[src/rtl/fpg8_ctrl_pkg.sv]
// Shared types and encodings for the FPG8 control sequencer: state set,
// ALU and register-select codes, and the opcode map.
package fpg8_ctrl_pkg;

    localparam int WAIT_CNT_W = 8;

    typedef enum logic [4:0] {
        S_IDLE,
        S_F1,
        S_F2,
        S_F3,
        S_BR,
        S_E12_1,
        S_E12_2,
        S_E13,
        S_E6,
        S_E7_1,
        S_E7_2,
        S_E8_2,
        S_A1,
        S_A2,
        S_INV,
        S_SHL,
        S_SHR,
        S_WB,
        S_INT1,
        S_INT2,
        S_INT3,
        S_INT4,
        S_HALT
    } state_e;

    localparam logic [2:0] ALU_ADD     = 3'b000;
    localparam logic [2:0] ALU_AND     = 3'b001;
    localparam logic [2:0] ALU_INC_Y   = 3'b010;
    localparam logic [2:0] ALU_INV     = 3'b011;
    localparam logic [2:0] ALU_OR      = 3'b100;
    localparam logic [2:0] ALU_PASS_Y  = 3'b101;
    localparam logic [2:0] ALU_SUB     = 3'b110;
    localparam logic [2:0] ALU_ADD_DEC = 3'b111;

    localparam logic [2:0] GPR_ZERO = 3'b000;
    localparam logic [2:0] GPR_PC   = 3'b001;
    localparam logic [2:0] GPR_RD1  = 3'b010;
    localparam logic [2:0] GPR_RD2  = 3'b011;
    localparam logic [2:0] GPR_RS1  = 3'b100;
    localparam logic [2:0] GPR_RS2  = 3'b101;
    localparam logic [2:0] GPR_LINK = 3'b110;

    localparam logic [3:0] OP_ADD   = 4'd0;
    localparam logic [3:0] OP_SUB   = 4'd1;
    localparam logic [3:0] OP_AND   = 4'd2;
    localparam logic [3:0] OP_OR    = 4'd3;
    localparam logic [3:0] OP_INV   = 4'd4;
    localparam logic [3:0] OP_SHIFT = 4'd5;
    localparam logic [3:0] OP_MOVY  = 4'd6;
    localparam logic [3:0] OP_LOAD  = 4'd7;
    localparam logic [3:0] OP_STORE = 4'd8;
    localparam logic [3:0] OP_BRN   = 4'd9;
    localparam logic [3:0] OP_BRZ   = 4'd10;
    localparam logic [3:0] OP_BR    = 4'd11;
    localparam logic [3:0] OP_JSR   = 4'd12;
    localparam logic [3:0] OP_JRD   = 4'd13;

    // States that wait on the RAM handshake.
    function automatic logic is_mem_state(input state_e s);
        return (s == S_F1) || (s == S_E7_1) || (s == S_E8_2);
    endfunction

endpackage

[src/rtl/mem_wait_timer.sv]
// Counts not-ready cycles of one memory access; flags expiry on the cycle
// the count would reach TIMEOUT.
module mem_wait_timer #(
    parameter int TIMEOUT = 15
) (
    input  logic clk,
    input  logic reset,
    input  logic clear,
    input  logic enable,
    output logic expired
);
    import fpg8_ctrl_pkg::*;

    logic [WAIT_CNT_W-1:0] count_q;
    logic [WAIT_CNT_W-1:0] count_d;

    assign expired = enable && (count_q == WAIT_CNT_W'(TIMEOUT - 1));

    always_comb begin
        count_d = count_q;
        if (clear) begin
            count_d = '0;
        end else if (enable && !expired) begin
            count_d = count_q + WAIT_CNT_W'(1);
        end
    end

    always_ff @(posedge clk) begin
        if (reset) begin
            count_q <= '0;
        end else begin
            count_q <= count_d;
        end
    end

endmodule

[src/rtl/control_sequencer.sv]
// Multi-cycle microsequencer for the FPG8 datapath: fetch/decode/execute with
// memory wait states, bus timeout, interrupt entry and resumable halt.
module control_sequencer #(
    parameter int INSTR_WIDTH = 16,
    parameter int MEM_TIMEOUT = 15,
    parameter int IRQ_EN      = 1
) (
    input  logic                   clk,
    input  logic                   reset,
    input  logic                   run,
    input  logic [1:0]             PSW_bits,
    input  logic [INSTR_WIDTH-1:0] instruction,
    input  logic                   mem_ready,
    input  logic                   irq,
    output logic [2:0]             ALU_control,
    output logic [2:0]             GPR_select,
    output logic                   GPR_in,
    output logic                   GPR_out,
    output logic                   IR_in,
    output logic                   MAR_in,
    output logic                   MDR_in,
    output logic                   MDR_out,
    output logic                   RAM_enable_read,
    output logic                   RAM_enable_write,
    output logic                   Y_in,
    output logic                   Y_out,
    output logic                   Y_offset_in,
    output logic                   Y_shift_left,
    output logic                   Y_shift_right,
    output logic                   Z_in,
    output logic                   Z_out,
    output logic                   halted,
    output logic                   irq_ack,
    output logic                   bus_error
);
    import fpg8_ctrl_pkg::*;

    state_e state_q, state_d;
    logic   bus_error_q, bus_error_d;

    logic [3:0] opcode;
    logic [2:0] rs2;
    logic       irq_take;
    state_e     end_state;
    logic       mem_state;
    logic       timer_clear;
    logic       timer_enable;
    logic       timer_expired;

    assign opcode    = instruction[INSTR_WIDTH-1 -: 4];
    assign rs2       = instruction[2:0];
    assign irq_take  = (IRQ_EN != 0) && irq;
    assign end_state = irq_take ? S_INT1 : S_F1;

    // The counter restarts whenever an access completes or we are not waiting.
    assign mem_state    = is_mem_state(state_q);
    assign timer_enable = mem_state && !mem_ready;
    assign timer_clear  = !mem_state || mem_ready;

    mem_wait_timer #(
        .TIMEOUT(MEM_TIMEOUT)
    ) u_wait_timer (
        .clk    (clk),
        .reset  (reset),
        .clear  (timer_clear),
        .enable (timer_enable),
        .expired(timer_expired)
    );

    always_comb begin
        state_d     = state_q;
        bus_error_d = bus_error_q | timer_expired;
        case (state_q)
            S_IDLE:  state_d = S_F1;
            S_F1: begin
                if (mem_ready)          state_d = S_F2;
                else if (timer_expired) state_d = S_HALT;
            end
            S_F2:    state_d = S_F3;
            S_F3: begin
                case (opcode)
                    OP_BR:                        state_d = S_BR;
                    OP_BRN:                       state_d = PSW_bits[1] ? S_BR : end_state;
                    OP_BRZ:                       state_d = PSW_bits[0] ? S_BR : end_state;
                    OP_JSR:                       state_d = S_E12_1;
                    OP_JRD:                       state_d = S_E13;
                    OP_MOVY:                      state_d = S_E6;
                    OP_LOAD, OP_STORE:            state_d = S_E7_1;
                    OP_ADD, OP_SUB, OP_AND, OP_OR: state_d = (instruction == '0) ? S_HALT : S_A1;
                    OP_INV:                       state_d = S_INV;
                    OP_SHIFT:                     state_d = (rs2 == 3'd0) ? S_SHL : S_SHR;
                    default:                      state_d = end_state;
                endcase
            end
            S_E12_1: state_d = S_E12_2;
            S_E12_2: state_d = S_BR;
            S_E13:   state_d = S_BR;
            S_E7_1: begin
                if (mem_ready)          state_d = (opcode == OP_STORE) ? S_E8_2 : S_E7_2;
                else if (timer_expired) state_d = S_HALT;
            end
            S_E8_2: begin
                if (mem_ready)          state_d = end_state;
                else if (timer_expired) state_d = S_HALT;
            end
            S_A1:    state_d = S_A2;
            S_A2, S_INV, S_SHL, S_SHR:       state_d = S_WB;
            S_BR, S_E6, S_E7_2, S_WB:        state_d = end_state;
            S_INT1:  state_d = S_INT2;
            S_INT2:  state_d = S_INT3;
            S_INT3:  state_d = S_INT4;
            S_INT4:  state_d = S_F1;
            // A bus error pins the core in HALT until reset.
            S_HALT: begin
                if (run && !bus_error_q) state_d = S_F1;
            end
            default: state_d = S_IDLE;
        endcase
    end

    always_ff @(posedge clk) begin
        if (reset) begin
            state_q     <= S_IDLE;
            bus_error_q <= 1'b0;
        end else begin
            state_q     <= state_d;
            bus_error_q <= bus_error_d;
        end
    end

    always_comb begin
        ALU_control      = ALU_ADD;
        GPR_select       = GPR_ZERO;
        GPR_in           = 1'b0;
        GPR_out          = 1'b0;
        IR_in            = 1'b0;
        MAR_in           = 1'b0;
        MDR_in           = 1'b0;
        MDR_out          = 1'b0;
        RAM_enable_read  = 1'b0;
        RAM_enable_write = 1'b0;
        Y_in             = 1'b0;
        Y_out            = 1'b0;
        Y_offset_in      = 1'b0;
        Y_shift_left     = 1'b0;
        Y_shift_right    = 1'b0;
        Z_in             = 1'b0;
        Z_out            = 1'b0;
        halted           = 1'b0;
        irq_ack          = 1'b0;
        case (state_q)
            S_F1: begin
                GPR_out = 1'b1; GPR_select = GPR_PC; ALU_control = ALU_INC_Y;
                MAR_in = 1'b1; RAM_enable_read = 1'b1; Y_in = 1'b1; Z_in = 1'b1;
            end
            S_F2: begin
                IR_in = 1'b1; MDR_out = 1'b1; Y_offset_in = 1'b1;
            end
            S_F3: begin
                ALU_control = ALU_ADD_DEC; GPR_in = 1'b1; GPR_select = GPR_PC;
                Z_in = 1'b1; Z_out = 1'b1;
            end
            S_BR:    begin GPR_in = 1'b1; GPR_select = GPR_PC; Z_out = 1'b1; end
            S_E12_1: begin GPR_out = 1'b1; GPR_select = GPR_PC; Y_in = 1'b1; end
            S_E12_2: begin GPR_in = 1'b1; GPR_select = GPR_RD2; Y_out = 1'b1; end
            S_E13: begin
                ALU_control = ALU_ADD; GPR_out = 1'b1; GPR_select = GPR_RD2; Z_in = 1'b1;
            end
            S_E6:    begin GPR_in = 1'b1; GPR_select = GPR_RD2; Y_out = 1'b1; end
            S_E7_1:  begin MAR_in = 1'b1; RAM_enable_read = 1'b1; Z_out = 1'b1; end
            S_E7_2:  begin MDR_out = 1'b1; GPR_in = 1'b1; GPR_select = GPR_RD2; end
            S_E8_2: begin
                GPR_out = 1'b1; GPR_select = GPR_RD2; MDR_in = 1'b1; RAM_enable_write = 1'b1;
            end
            S_A1:    begin GPR_out = 1'b1; GPR_select = GPR_RS2; Y_in = 1'b1; end
            S_A2: begin
                case (opcode)
                    OP_SUB:  ALU_control = ALU_SUB;
                    OP_AND:  ALU_control = ALU_AND;
                    OP_OR:   ALU_control = ALU_OR;
                    default: ALU_control = ALU_ADD;
                endcase
                GPR_out = 1'b1; GPR_select = GPR_RS1; Y_shift_left = 1'b1; Z_in = 1'b1;
            end
            S_INV: begin
                ALU_control = ALU_INV; GPR_out = 1'b1; GPR_select = GPR_RS1; Z_in = 1'b1;
            end
            S_SHL, S_SHR: begin
                ALU_control = ALU_PASS_Y; GPR_out = 1'b1; GPR_select = GPR_RS1;
                Y_in = 1'b1; Z_in = 1'b1;
                Y_shift_left  = (state_q == S_SHL);
                Y_shift_right = (state_q == S_SHR);
            end
            S_WB:    begin GPR_in = 1'b1; GPR_select = GPR_RD1; Z_out = 1'b1; end
            S_INT1:  begin GPR_out = 1'b1; GPR_select = GPR_PC; Y_in = 1'b1; irq_ack = 1'b1; end
            S_INT2:  begin Y_out = 1'b1; GPR_in = 1'b1; GPR_select = GPR_LINK; end
            S_INT3:  begin GPR_out = 1'b1; GPR_select = GPR_ZERO; Y_in = 1'b1; end
            S_INT4:  begin Y_out = 1'b1; GPR_in = 1'b1; GPR_select = GPR_PC; end
            S_HALT:  halted = 1'b1;
            default: ;
        endcase
    end

    assign bus_error = bus_error_q;

endmodule
[config.mk]
export PLATFORM = sky130hd
export DESIGN_NAME = control_sequencer
export DESIGN_NICKNAME = d
export VERILOG_FILES = /design/src/rtl/fpg8_ctrl_pkg.sv /design/src/rtl/mem_wait_timer.sv /design/src/rtl/control_sequencer.sv
export SDC_FILE = /design/constraint.sdc
export NUM_CORES = 1
export LEC_CHECK = 0
export ABC_AREA = 1
export BUFFER_PORTS_ARGS = -buffer_cell sky130_fd_sc_hd__buf_2
export CORE_ASPECT_RATIO = 0.9
export CORE_MARGIN = 4
export CORE_UTILIZATION = 43
export CTS_BUF_LIST = sky130_fd_sc_hd__clkbuf_4
export DETAILED_ROUTE_END_ITERATION = 8
export GPL_TIMING_DRIVEN = 1
export PLACE_DENSITY = 0.8
export SLEW_MARGIN = 20
export SYNTH_ARGS = -nofsm -noshare
export SYNTH_HDL_FRONTEND = slang
export SYNTH_SLANG_ARGS = --single-unit
[constraint.sdc]
create_clock -name clk -period 1.79 [get_ports clk]
set_input_delay 0.179 -clock clk [delete_from_list [all_inputs] [get_ports clk]]
set_output_delay 0.179 -clock clk [all_outputs]
set_load 0.1 [all_outputs]
# Word level (Yosys, flattened, before mapping)
# Cells that the tools add are included.
dict set report op_classes {
  add_sub_neg 1
  eq_ne 37
  n_mux 30
  n_bitwise 1
  reduce_logical 33
}
# operator count
set op_table {}
lappend op_table {{case mux 5 bit (15 select lines)} 1}
lappend op_table {{two-way mux 5 bit} 10}
lappend op_table {{case mux 5 bit (10 select lines)} 1}
lappend op_table {{equality test 5 x 4 -> 1 bit (second input constant)} 8}
lappend op_table {{equality test 5 bit (second input constant)} 7}
lappend op_table {{equality test 4 bit (second input constant)} 6}
lappend op_table {{equality test 5 x 3 -> 1 bit (second input constant)} 4}
lappend op_table {{OR reduction 4 bit} 5}
lappend op_table {{case mux 3 bit (6 select lines)} 1}
lappend op_table {{equality test 4 x 3 -> 1 bit (second input constant)} 4}
lappend op_table {{logical NOT 16 bit} 1}
lappend op_table {{case mux 3 bit (5 select lines)} 1}
lappend op_table {{two-way mux 1 bit} 14}
lappend op_table {{OR reduction 2 bit} 7}
lappend op_table {{OR reduction 7 bit} 2}
lappend op_table {{OR reduction 11 bit} 1}
lappend op_table {{equality test 5 x 2 -> 1 bit (second input constant)} 2}
lappend op_table {{case mux 3 bit (3 select lines)} 1}
lappend op_table {{adder 8 x 1 -> 8 bit (second input constant)} 1}
lappend op_table {{equality test 4 x 2 -> 1 bit (second input constant)} 2}
lappend op_table {{equality test 8 x 4 -> 1 bit (second input constant)} 1}
lappend op_table {{OR reduction 8 bit} 1}
lappend op_table {{OR reduction 6 bit} 1}
lappend op_table {{equality test 5 x 1 -> 1 bit (second input constant)} 1}
lappend op_table {{other kinds (11)} 19}
dict set report totals {
  regBits 14
  input_bits 23
  elab_cells 105
}

# Logic depth before layout (Yosys ltp)
dict set report depth {
  word_depth 8
  ltp_mapped 12
  mapped_depth_nobuf 12
}

# Cells and area by module
# From an unflattened synthesis, not the netlist that was laid out.
dict set report hier_totals {
  cells_unflattened 336
  hier_area_um2 1722.9
}
# module n_inst cells_each area_each_um2 seq_area_each_um2
set by_module_without_submodules {}
lappend by_module_without_submodules {control_sequencer 1 261 1233.7 120.1}
lappend by_module_without_submodules {mem_wait_timer 1 75 489.2 160.2}

# Worst setup path after synthesis
# No wires, ideal clock.
dict set report synth_timing {
  path_kind {register -> output}
  start {reg state_q[1]}
  end {out GPR_select[0]}
  t_arrival_ps 3127
  path_slack_ps -1516
  path_stages_with_launch 9
  path_buffers 0
  path_cell_list {dfxtp_1 inv_1 nor2_2 nand2_1 nor2_1 inv_1 nand2_1 inv_1 nand4_1}
}
dict set report synth_between {
  elab_chain_len 3
}
# element line_no
set synth_lines {}
lappend synth_lines {{start, declared} control_sequencer.sv:38} ;# state_e state_q, state_d;
lappend synth_lines {{start signal, assigned} control_sequencer.sv:126} ;# state_q <= state_d;
lappend synth_lines {{equality test 5 x 1 -> 1 bit (tied with other cells)} control_sequencer.sv:151} ;# case (state_q)
lappend synth_lines {{OR reduction 6 bit (no source line) (tied with other cells)} -}
lappend synth_lines {{case mux 3 bit (6 select lines) *} control_sequencer.sv:151}
lappend synth_lines {{end, declared} control_sequencer.sv:16} ;# output logic [2:0] GPR_select,
# Every way passes the cells marked *; elsewhere a longest branch is shown, timed or not.

# Worst setup path in the final report
dict set report layout_timing {
  start {reg state_q[0]}
  end {out GPR_in}
}
dict set report layout_between {
  elab_chain_len 3
}
# element line_no
set layout_lines {}
lappend layout_lines {{equality test 5 x 2 -> 1 bit (tied with other cells)} control_sequencer.sv:151}
lappend layout_lines {{OR reduction 8 bit (no source line) *} -}
lappend layout_lines {{two-way mux 1 bit *} control_sequencer.sv:151}
lappend layout_lines {{end, declared} control_sequencer.sv:17} ;# output logic GPR_in,
# Marked as above.

==> flow_summary.json <==
{
  "required_ns": 1.61,
  "viasPerCell": 5.75,
  "ff2ff_path_depth": 11,
  "ys_types": 33,
  "grtUsageTotal_pct": 23.6,
  "top_usage_layer": "met2",
  "ir_worst_vdd_v": 0.000761,
  "grt_pass1_wl_um": 9070,
  "dr.pass1.iters": 5,
  "synthXorXnorAreaFrac_pct": 2.13,
  "period_share_pct": 106,
  "tritoncts": "done",
  "syn_to_final_growth_pct": 77.5,
  "drv_slew": 0,
  "worst_slack_ns": -0.109,
  "hold_class": "in2reg",
  "rsz0062_at_grt": "true",
  "wl_per_cell_um": 16.4,
  "synth-main-ff-cell": "dfxtp_1",
  "portBuffers": 46,
  "synth_cells": 297,
  "yosys-top-cells-area": "nand2_1 18%, dfxtp_1 17%, nand3_1 11%, nor2_1 10%, inv_1 9.6%",
  "hold_viol": 0,
  "status": "complete, but fails checks",
  "antenna_found_initial": 0,
  "nets": 400,
  "vias": 2414,
  "core_area_mm2": 0.00370,
  "antenna_left": 0,
  "tightest_slew_ns": 0.489,
  "cts.sinks": 14,
  "drive_gt1_share_pct": 42.2,
  "antennaDiodeCount": 0,
  "synthesis.nets": 322,
  "synth_edf_count": 0,
  "postPlaceCellArea_mm2": 0.00238,
  "grt_max_degree": 11,
  "post-synth-top-count-cell": "nand2_1",
  "drcViolationCount": 0,
  "timing.fmax_mhz": 527,
  "cts_buffer_depth": 2,
  "yosys.area.top_type": "nand2_1",
  "fillers": 221,
  "dieWidth_um": 73.2,
  "hold_ws_ns": 0.0570,
  "yosysTopAreaCellShare_pct": 18.2,
  "start_kind": "flip-flop",
  "ys_seq_area_share_pct": 17.0,
  "grt_pass1_vias": 2085,
  "arrival_ns": 1.72,
  "wirelength_um": 6880,
  "die_area_mm2": 0.00488,
  "end_kind": "primary output",
  "htreeDepth": 1,
  "avgSynthCellArea_um2": 5.54,
  "synth_area_mm2": 0.00165,
  "grt_overflow_total": 0,
  "synth-compound-area-share_pct": 8.81,
  "ys.warnings.count": 0,
  "crit_type": "reg2out",
  "synthMuxAreaShare_pct": 0,
  "max_slew_margin_pct": 67.6,
  "clock_latency_ns": 0.29,
  "cts-hold-fix-buffers": 0,
  "synth_simple_gate_area_share_pct": 56.7,
  "synthAdderAreaFrac_pct": 1.52,
  "drt_iter0_drc": 339,
  "use_met3_pct": 4.22,
  "cap_violations": 0,
  "stdcell_area_mm2": 0.00292,
  "dp_hpwl_um": 3870,
  "power.leakage_nw": 1.40,
  "final-setup-viol-count": 16,
  "io_pins": 47,
  "rows": 21,
  "min_path_cells": 2,
  "synth-seq-cells": 14,
  "root_buffer": "clkbuf_4",
  "path_clk_slew_ns": 0.09,
  "initial_core_util_pct": 44.4,
  "clock-skew-final_ns": 0.0132,
  "power.density_mw_per_mm2": 1440,
  "cts_buffers": 3,
  "crit_fanout": 8,
  "violations": "negative setup slack",
  "met2_usage_pct": 42.5,
  "power_w": 0.00422,
  "gp_congestion": 0.988,
  "synth.top_cells.by_count": "80 x nand2_1, 45 x nor2_1, 42 x inv_1",
  "met1_usage_pct": 25.9,
  "layout_min_cycle_time_ns": 1.90,
  "async_reset_ff_share_pct": 0,
  "synth_top_family_by_area": "simple AND/OR/NAND/NOR gates",
  "die_y_um": 66.7
}
[area by class of cell]
type                       count  area, µm²  area share, %
multi-input combinational    229       1470           50.3
timing repair buffer          81        866           29.6
sequential                    14        297           10.1
inverter                      46        203           6.93
tap                           46       57.6           1.97
clock buffer                   4       30.0           1.03
[layer usage]
| metal | vias up | share of wire, % |
|---|---|---|
| met2 | 183 | 47 |
| met4 | 0 | 6.4 |
| met3 | 55 | 8.5 |
| li1 | 1116 | - |
| met5 | - | 0 |
| met1 | 1060 | 38 |
[metrics by stage]
step | setup WS, ns | instances | TNS [ns] | util (%)
after floorplan | -0.717 | 297 | -5.46 | -
after global placement | 0.128 | 387 | 0 | 64.2
after detailed placement | 0.148 | 387 | 0 | 64.2
after CTS | -0.0193 | 407 | -0.0449 | 72.2
after global routing | -0.158 | 420 | -1.64 | 78.9
final | -0.109 | 420 | -0.770 | 78.9
[registers in the layout, indices dropped and copies added (netlist names)]
signal / cells
u_wait_timer.count_q: 8
state_q: 5
bus_error: 1
[worst paths after layout]
path	startpoint	to	slack [ns]
setup reg to reg	state_q[0]	state_q[4]	0.03
hold reg to reg	u_wait_timer.count_q[7]	u_wait_timer.count_q[7]	0.47
hold / removal	reset	state_q[0]	0.06
setup / recovery	state_q[0]	GPR_in	-0.11
[report_power, final]
group          switching, W  internal, W
sequential        0.0000951     0.000359
combinational       0.00235      0.00122
clock              0.000103     0.000102
total               0.00255      0.00168
[cell families after synthesis]
logic type,count (synthesis)
DFF,14
adders and majority gates,2
xor gates and xnor gates,4
and+or+nand+nor,198
buffers and inverters,54
AOI/OAI and AO/OA,25
[timing repair]
| item | in CTS | in global routing |
|---|---|---|
| endpoints found under the hold margin | 0 | 0 |
| pin swaps | 9 | 20 |
| setup endpoints to repair | 11 | 15 |
| setup buffers | 16 | 13 |
| gates resized for setup | 39 | 33 |
[layout by cell type, fill, tap and decap left out, types with 5 or more instances in the layout]
cell type / instances
dfxtp_1: 9
nand3_4: 12
buf_12: 24
o21ai_0: 6
inv_1: 34
nor2_4: 10
buf_4: 30
nand2_1: 68
inv_4: 5
nor2_2: 5
nor2_1: 35
nand2_2: 7
nor3_1: 5
nand3_2: 6
a21oi_1: 7
buf_2: 23
nand3_1: 24
nand2_4: 6
nand4_1: 11
[worst max-delay path, cell delays in order (launching register included)]
cell     delay [ns]
dfxtp_4        0.47
inv_4          0.08
nor2_4         0.26
nand3_4        0.15
nand2_4        0.10
nor2_2         0.03
nand4_1        0.14
buf_12         0.20
Note: power is estimated with default switching activity, not from simulation.
